### src/rtl/npu_pkg.sv
// Shared types and size helpers for the NPU conv-window sequencer.
package npu_pkg;

    localparam int unsigned RES_W = 24;

    typedef enum logic [2:0] {
        IDLE,
        CLEAR,
        FILL,
        CALC,
        EMIT,
        SHIFT,
        DONE
    } seq_state_e;

    function automatic int unsigned out_h(input int unsigned in_h, input int unsigned k_h);
        return in_h - k_h + 1;
    endfunction

    function automatic int unsigned out_w(input int unsigned in_w, input int unsigned k_w);
        return in_w - k_w + 1;
    endfunction

    // Counter width for values 0..n-1, never narrower than one bit.
    function automatic int unsigned cnt_w(input int unsigned n);
        return (n <= 2) ? 1 : $clog2(n);
    endfunction

endpackage

### src/rtl/win_pos_cnt.sv
// 2-D output-window position counter: ocol runs fastest, wraps into orow.
module win_pos_cnt #(
    parameter int unsigned ROWS  = 14,
    parameter int unsigned COLS  = 13,
    parameter int unsigned ROW_W = 4,
    parameter int unsigned COL_W = 4
) (
    input  logic             clk,
    input  logic             rst,
    input  logic             clr_i,
    input  logic             inc_i,
    output logic [COL_W-1:0] ocol_o,
    output logic [ROW_W-1:0] orow_o,
    output logic [COL_W-1:0] ocol_nxt_c,
    output logic [ROW_W-1:0] orow_nxt_c,
    output logic             col_last_c,
    output logic             last_c
);

    logic [COL_W-1:0] ocol_q, ocol_d;
    logic [ROW_W-1:0] orow_q, orow_d;
    logic             row_last;

    assign col_last_c = (ocol_q == COL_W'(COLS - 1));
    assign row_last   = (orow_q == ROW_W'(ROWS - 1));
    assign last_c     = col_last_c && row_last;

    // Row advance only on column wrap; the final row holds.
    always_comb begin
        ocol_d = ocol_q;
        orow_d = orow_q;
        if (clr_i) begin
            ocol_d = '0;
            orow_d = '0;
        end else if (inc_i) begin
            if (col_last_c) begin
                ocol_d = '0;
                if (!row_last) begin
                    orow_d = orow_q + ROW_W'(1);
                end
            end else begin
                ocol_d = ocol_q + COL_W'(1);
            end
        end
    end

    always_ff @(posedge clk or posedge rst) begin
        if (rst) begin
            ocol_q <= '0;
            orow_q <= '0;
        end else begin
            ocol_q <= ocol_d;
            orow_q <= orow_d;
        end
    end

    assign ocol_o     = ocol_q;
    assign orow_o     = orow_q;
    assign ocol_nxt_c = ocol_d;
    assign orow_nxt_c = orow_d;

endmodule

### src/rtl/conv_win_seq.sv
// Frame sequencer: walks the KxK window over the image buffer, drives the
// window register and conv unit, and streams ReLU'd results with backpressure.
module conv_win_seq
    import npu_pkg::*;
#(
    parameter int unsigned IN_H   = 16,
    parameter int unsigned IN_W   = 15,
    parameter int unsigned K_H    = 3,
    parameter int unsigned K_W    = 3,
    parameter int unsigned ADDR_W = 8,
    parameter int unsigned OUT_AW = 8,
    parameter int unsigned RELU   = 1
) (
    input  logic              clk,
    input  logic              rst,
    input  logic              start,
    output logic              busy,
    output logic              done,
    output logic              col_rd_en,
    output logic [ADDR_W-1:0] col_rd_addr,
    output logic              win_clear,
    output logic              win_load_en,
    output logic              pe_start,
    input  logic              pe_valid,
    input  logic [RES_W-1:0]  pe_result,
    output logic              out_valid,
    input  logic              out_ready,
    output logic [OUT_AW-1:0] out_addr,
    output logic [RES_W-1:0]  out_data
);

    localparam int unsigned OUT_H = out_h(IN_H, K_H);
    localparam int unsigned OUT_W = out_w(IN_W, K_W);
    localparam int unsigned ROW_W = cnt_w(OUT_H);
    localparam int unsigned COL_W = cnt_w(OUT_W);
    localparam int unsigned FC_W  = cnt_w(K_W + 1);

    seq_state_e state_q, state_d;
    logic [FC_W-1:0] fcnt_q, fcnt_d;
    logic [FC_W-1:0] rd_off;

    logic              pos_clr, pos_inc;
    logic [COL_W-1:0]  ocol, ocol_nxt;
    logic [ROW_W-1:0]  orow, orow_nxt;
    logic              col_last, last_win;

    logic              busy_q, busy_d;
    logic              done_q, done_d;
    logic              rd_en_q, rd_en_d;
    logic [ADDR_W-1:0] rd_addr_q, rd_addr_d;
    logic              win_clear_q, win_clear_d;
    logic              load_en_q;
    logic              pe_start_q, pe_start_d;
    logic              out_valid_q, out_valid_d;
    logic [OUT_AW-1:0] out_addr_q, out_addr_d;
    logic [RES_W-1:0]  out_data_q, out_data_d;

    win_pos_cnt #(
        .ROWS  (OUT_H),
        .COLS  (OUT_W),
        .ROW_W (ROW_W),
        .COL_W (COL_W)
    ) u_pos (
        .clk        (clk),
        .rst        (rst),
        .clr_i      (pos_clr),
        .inc_i      (pos_inc),
        .ocol_o     (ocol),
        .orow_o     (orow),
        .ocol_nxt_c (ocol_nxt),
        .orow_nxt_c (orow_nxt),
        .col_last_c (col_last),
        .last_c     (last_win)
    );

    // Next state; outputs are decoded from the next state so they register in step.
    always_comb begin
        state_d     = state_q;
        fcnt_d      = fcnt_q;
        pos_clr     = 1'b0;
        pos_inc     = 1'b0;
        out_addr_d  = out_addr_q;
        out_data_d  = out_data_q;

        unique case (state_q)
            IDLE: begin
                if (start) begin
                    state_d = CLEAR;
                    pos_clr = 1'b1;
                end
            end
            CLEAR: begin
                state_d = FILL;
                fcnt_d  = '0;
            end
            FILL: begin
                if (fcnt_q == FC_W'(K_W)) begin
                    state_d = CALC;
                end else begin
                    fcnt_d = fcnt_q + FC_W'(1);
                end
            end
            CALC: begin
                if (pe_valid) begin
                    state_d    = EMIT;
                    out_addr_d = OUT_AW'(orow) * OUT_AW'(OUT_W) + OUT_AW'(ocol);
                    out_data_d = ((RELU != 0) && pe_result[RES_W-1]) ? '0 : pe_result;
                end
            end
            EMIT: begin
                if (out_ready) begin
                    if (last_win) begin
                        state_d = DONE;
                    end else begin
                        pos_inc = 1'b1;
                        if (col_last) begin
                            state_d = CLEAR;
                        end else begin
                            state_d = SHIFT;
                            fcnt_d  = '0;
                        end
                    end
                end
            end
            SHIFT: begin
                if (fcnt_q == FC_W'(1)) begin
                    state_d = CALC;
                end else begin
                    fcnt_d = FC_W'(1);
                end
            end
            DONE: begin
                state_d = IDLE;
            end
            default: begin
                state_d = IDLE;
            end
        endcase

        busy_d      = (state_d != IDLE) && (state_d != DONE);
        done_d      = (state_d == DONE);
        win_clear_d = (state_d == CLEAR);
        pe_start_d  = (state_d == CALC) && (state_q != CALC);
        out_valid_d = (state_d == EMIT);
        rd_en_d     = ((state_d == FILL) && (fcnt_d < FC_W'(K_W))) ||
                      ((state_d == SHIFT) && (fcnt_d == '0));
        rd_off      = (state_d == FILL) ? fcnt_d : FC_W'(K_W - 1);
        // Counter next-values give the post-increment position on EMIT->SHIFT.
        rd_addr_d   = rd_en_d ? (ADDR_W'(orow_nxt) * ADDR_W'(IN_W) + ADDR_W'(ocol_nxt)
                                 + ADDR_W'(rd_off)) : '0;
    end

    always_ff @(posedge clk or posedge rst) begin
        if (rst) begin
            state_q     <= IDLE;
            fcnt_q      <= '0;
            busy_q      <= 1'b0;
            done_q      <= 1'b0;
            rd_en_q     <= 1'b0;
            rd_addr_q   <= '0;
            win_clear_q <= 1'b0;
            load_en_q   <= 1'b0;
            pe_start_q  <= 1'b0;
            out_valid_q <= 1'b0;
            out_addr_q  <= '0;
            out_data_q  <= '0;
        end else begin
            state_q     <= state_d;
            fcnt_q      <= fcnt_d;
            busy_q      <= busy_d;
            done_q      <= done_d;
            rd_en_q     <= rd_en_d;
            rd_addr_q   <= rd_addr_d;
            win_clear_q <= win_clear_d;
            load_en_q   <= rd_en_q;
            pe_start_q  <= pe_start_d;
            out_valid_q <= out_valid_d;
            out_addr_q  <= out_addr_d;
            out_data_q  <= out_data_d;
        end
    end

    assign busy        = busy_q;
    assign done        = done_q;
    assign col_rd_en   = rd_en_q;
    assign col_rd_addr = rd_addr_q;
    assign win_clear   = win_clear_q;
    assign win_load_en = load_en_q;
    assign pe_start    = pe_start_q;
    assign out_valid   = out_valid_q;
    assign out_addr    = out_addr_q;
    assign out_data    = out_data_q;

endmodule

### config.mk
export PLATFORM = sky130hd
export DESIGN_NAME = conv_win_seq
export DESIGN_NICKNAME = d
export VERILOG_FILES = /design/src/rtl/npu_pkg.sv /design/src/rtl/win_pos_cnt.sv /design/src/rtl/conv_win_seq.sv
export SDC_FILE = /design/constraint.sdc
export NUM_CORES = 1
export LEC_CHECK = 0
export CAP_MARGIN = 20
export CORE_MARGIN = 2
export CORE_UTILIZATION = 41
export DETAILED_ROUTE_END_ITERATION = 6
export PLACE_DENSITY = 0.66
export SYNTH_ARGS = -nofsm -noshare
export SYNTH_HDL_FRONTEND = slang
export SYNTH_SLANG_ARGS = --single-unit
### constraint.sdc
create_clock -name clk -period 5.56 [get_ports clk]
set_clock_uncertainty 0.05 [all_clocks]
set_input_delay 1.112 -clock clk [delete_from_list [all_inputs] [get_ports clk]]
set_output_delay 1.112 -clock clk [all_outputs]
set_load 0.01 [all_outputs]
==> run summary <==
### Run status
- run status: completed

### Finish
- Reg area: 1480 sq um
- nets@finish: 532
- antenna diode count: 0
- core occupancy in the finished layout: 55.2%
- fillcell total: 814
- number of non-filler instances in the completed layout: 567
- area occupied by multi-input gates: 2050 sq um
- area added between synthesis and finish: 30.4%
- ratio of cells with drive above 1 in the final layout: 10.0%

### Detailed routing
- router iterations before antenna repair: 4
- number of remaining DRC errors: 0
- average wire per standard cell: 13.5 microns
- violation count after the first detailed-route iteration: 74
- routed wire length: 7640 microns
- Post-DRT Antenna Nets: 0
- detailed-route vias per instance: 4.95
- total via count after detailed routing: 2,804

### Critical path
- Critical Path Max Stage Delay: 0.57 ns
- cell with the most instances on the worst path: fa_1
- Reg2Reg Setup Slack: 0.91 ns
- crit path kind: in2reg
- Worst R2R Path Depth: 17
- crit path max-delay cell type: fa_1
- Critical R2R Capture: col_rd_addr[7]
- combined buffer and inverter count along the critical path: 2
- category of the worst setup path capture point: flip-flop
- largest fanout of any net on the critical path: 3
- Reg2Reg Launch Point: u_pos.orow_o[1]
- critical path, cell by cell: clkdlybuf4s50_1, nand4bb_1, nor3b_1, nand3_1, xnor2_1, or2_2, fa_1, fa_1, fa_1, inv_1, ha_1, o21ai_0, o21ai_1, a211oi_1, or3_1, a22oi_1
- data required time at the worst endpoint: 5.76 ns
- Data arrival, critical path: 5.40 ns
- launching element type of the critical path: input pin
- Worst path top cell family by delay: adder cells

### Clocking
- number of buffers on the longest clock path: 2
- CTS sink count: 59
- clock insertion delay at the later pin of the skew report: 0.33 ns
- buffers inserted during post-CTS setup optimization: 0
- number of buffers created by CTS: 9
- number of buffers inserted for hold repair after clock tree synthesis: 0
- clock slew at the register clock pins of the worst setup and hold paths: 0.06 ns
- H-tree depth: 3
- CTS root buffer: clkbuf_8
- TritonCTS clock tree: yes

### STA
- clock period minus final worst setup slack: 5.21 ns
- Worst Hold Margin: 0.335 ns
- final worst-path cycle share: 93.7%
- setup repair after global routing missed its margin: no
- slew margin rel.: 51.7%
- final-report setup violation count: 0
- final setup margin: 0.351 ns
- maximum clock frequency: 192 MHz
- count of final max-slew check failures: 0
- actual slew at the worst max-slew pin: 0.724 ns
- count of endpoints failing hold in the final timing report: 0

### Placement
- number of port buffers: 74
- worst slack at placement: -0.0501 ns
- final estimated routing congestion in global placement: 0.766
- number of cells after detailed placement: 551
- half-perimeter wire length after placement: 5670 microns

### Power and ir drop
- power per cell area: 418 nW/um^2
- total design power: 0.00202 W
- worst vdd rail ir drop: 182 uV
- reported leakage power: 2.37 nW

### Global route
- initial antenna violation count: 0
- first-pass GRT wire length: 13,400 microns
- via count of the first global-routing pass: 2,909
- total gr overflow: 0
- GRT Resource Usage Total: 16.8%
- largest net degree at the start of global routing: 63

### Yosys
- Mapped Nets: 450
- number of synthesized flops with an enable pin: 0
- count of distinct cell types in the synthesized netlist: 49
- total standard cell area after synthesis: 3710 sq um
- main flop type after synthesis: dfrtp_1
- Synth async-reset ratio: 100%
- count of state elements after synthesis: 59
- Post-Syn Area per Cell: 9.97 sq um
- count of synthesis-stage warnings from yosys: 0
- sequential element share of the synthesized area: 39.8%
- synthesized netlist cell count: 372

### Worst hold path
- depth of the worst hold-timing path: 0
- Worst Hold Class: reg2reg
- worst-case hold path end point: win_load_en
- hold path start: col_rd_en

### Die
- vertical extent of the die: 99.1 microns
- placeable core region: 8760 sq um
- die outline area: 9820 sq um
- num ports: 76
- Initial Util: 42.3%
- die boundary width: 99.1 microns
- number of standard-cell rows in the floorplan: 34

### Flow run
- maxcap violations: 0

## final cells by class
| type | instances | area share (%) |
|---|---|---|
| Inverter | 33 | 2.56 |
| Clock inverter | 5 | 2.07 |
| Sequential cell | 59 | 30.5 |
| Timing Repair Buffer | 83 | 16.7 |
| Clock buffer | 11 | 2.92 |
| Tap cell | 108 | 2.79 |
| Multi-Input combinational cell | 268 | 42.4 |
## metrics by stage
step | instance area [sq um] | setup TNS [ns]
final | 4840 | 0
after floorplan | 3710 | 0
after global placement | 4590 | 0
after detailed placement | 4590 | -0.0501
after CTS | 4840 | 0
after global routing | 4840 | 0
## where the power goes
group | internal (W) | leakage [nW] | total, W | switching [W]
clock network | 0.000309 | 0.123 | 0.000481 | 0.000172
registers | 0.000577 | 0.783 | 0.000687 | 0.000110
logic | 0.000437 | 1.46 | 0.000852 | 0.000415
total | 0.00132 | 2.37 | 0.00202 | 0.000697
## synthesized netlist by cell type (2+ instances only)
master    instances  area share (%)
buf_2             2            0.27
nand2b_1         25             4.2
mux2_2            3            0.91
dfrtp_1          59              40
ha_1             39              13
nand3_1           6            0.81
xnor2_1          10             2.4
nor2_1           20             2.0
nand2_1          37             3.7
nor3b_1           4            0.81
fa_1             10             5.4
inv_1            33             3.3
a21o_1            8             1.6
o21a_1            2            0.40
a21boi_0          2            0.40
xor2_1            5             1.2
a22oi_1           2            0.40
a211oi_1          6             1.2
nand3b_1          5             1.0
a21oi_1          13             1.8
and3_2            3            0.61
or2_2             6             1.0
clkbuf_1          8            0.81
or3b_2            2            0.47
o21ai_0          38             5.1
## worst max-delay path by stage
stage	from	end	depth (start not counted)
after floorplan	out_ready	col_rd_addr[7]	15
after global placement	out_ready	col_rd_addr[7]	16
after detailed placement	out_ready	col_rd_addr[7]	16
after CTS	out_ready	col_rd_addr[7]	16
after global routing	out_ready	col_rd_addr[7]	16
final	out_ready	col_rd_addr[7]	16
## registers in the layout (all words and copies together) (netlist names), 2 cells and up
| register | count |
|---|---|
| col_rd_addr | 8 |
| u_pos.orow_o | 4 |
| u_pos.ocol_o | 4 |
| out_data | 23 |
| fcnt_q | 2 |
| state_q | 3 |
| out_addr | 8 |
## what timing repair did
action                                  CTS  global route
resized for setup                         0             1
endpoints found under the setup margin    0             1
hold endpoints to repair                  0             0
## routing by layer
| metal | vias up | global-route usage (%) | share of wire [%] |
|---|---|---|---|
| li1 | 1419 | - | - |
| met1 | 1303 | 22.5 | 48 |
| met2 | 70 | 27.5 | 45 |
| met3 | 12 | 3.16 | 5.1 |
| met4 | 0 | 5.58 | 1.6 |
| met5 | - | 0 | 0 |
## layout by cell type (no fill, tap or decap), drive strengths merged, types with 6 or more instances in the layout
master / instances
a211oi: 7
a21o: 8
a21oi: 13
buf: 9
clkbuf: 11
clkdlybuf4s50: 74
dfrtp: 59
fa: 10
ha: 39
inv: 33
nand2: 37
nand2b: 25
nand3: 6
nor2: 20
o21ai: 38
or2: 6
xnor2: 10
## cells by family after synthesis
kind of cell    Yosys count  synth area share [%]
buf+inv                  45                  4.92
compound gates           79                  14.3
flops                    59                  39.8
mux                       5                  1.58
xor+xnor                 15                  3.54
other cells               1                 0.101
fa+ha+maj                49                  18.5
simple gates            119                  17.2
(Power assumes the default switching activity.)
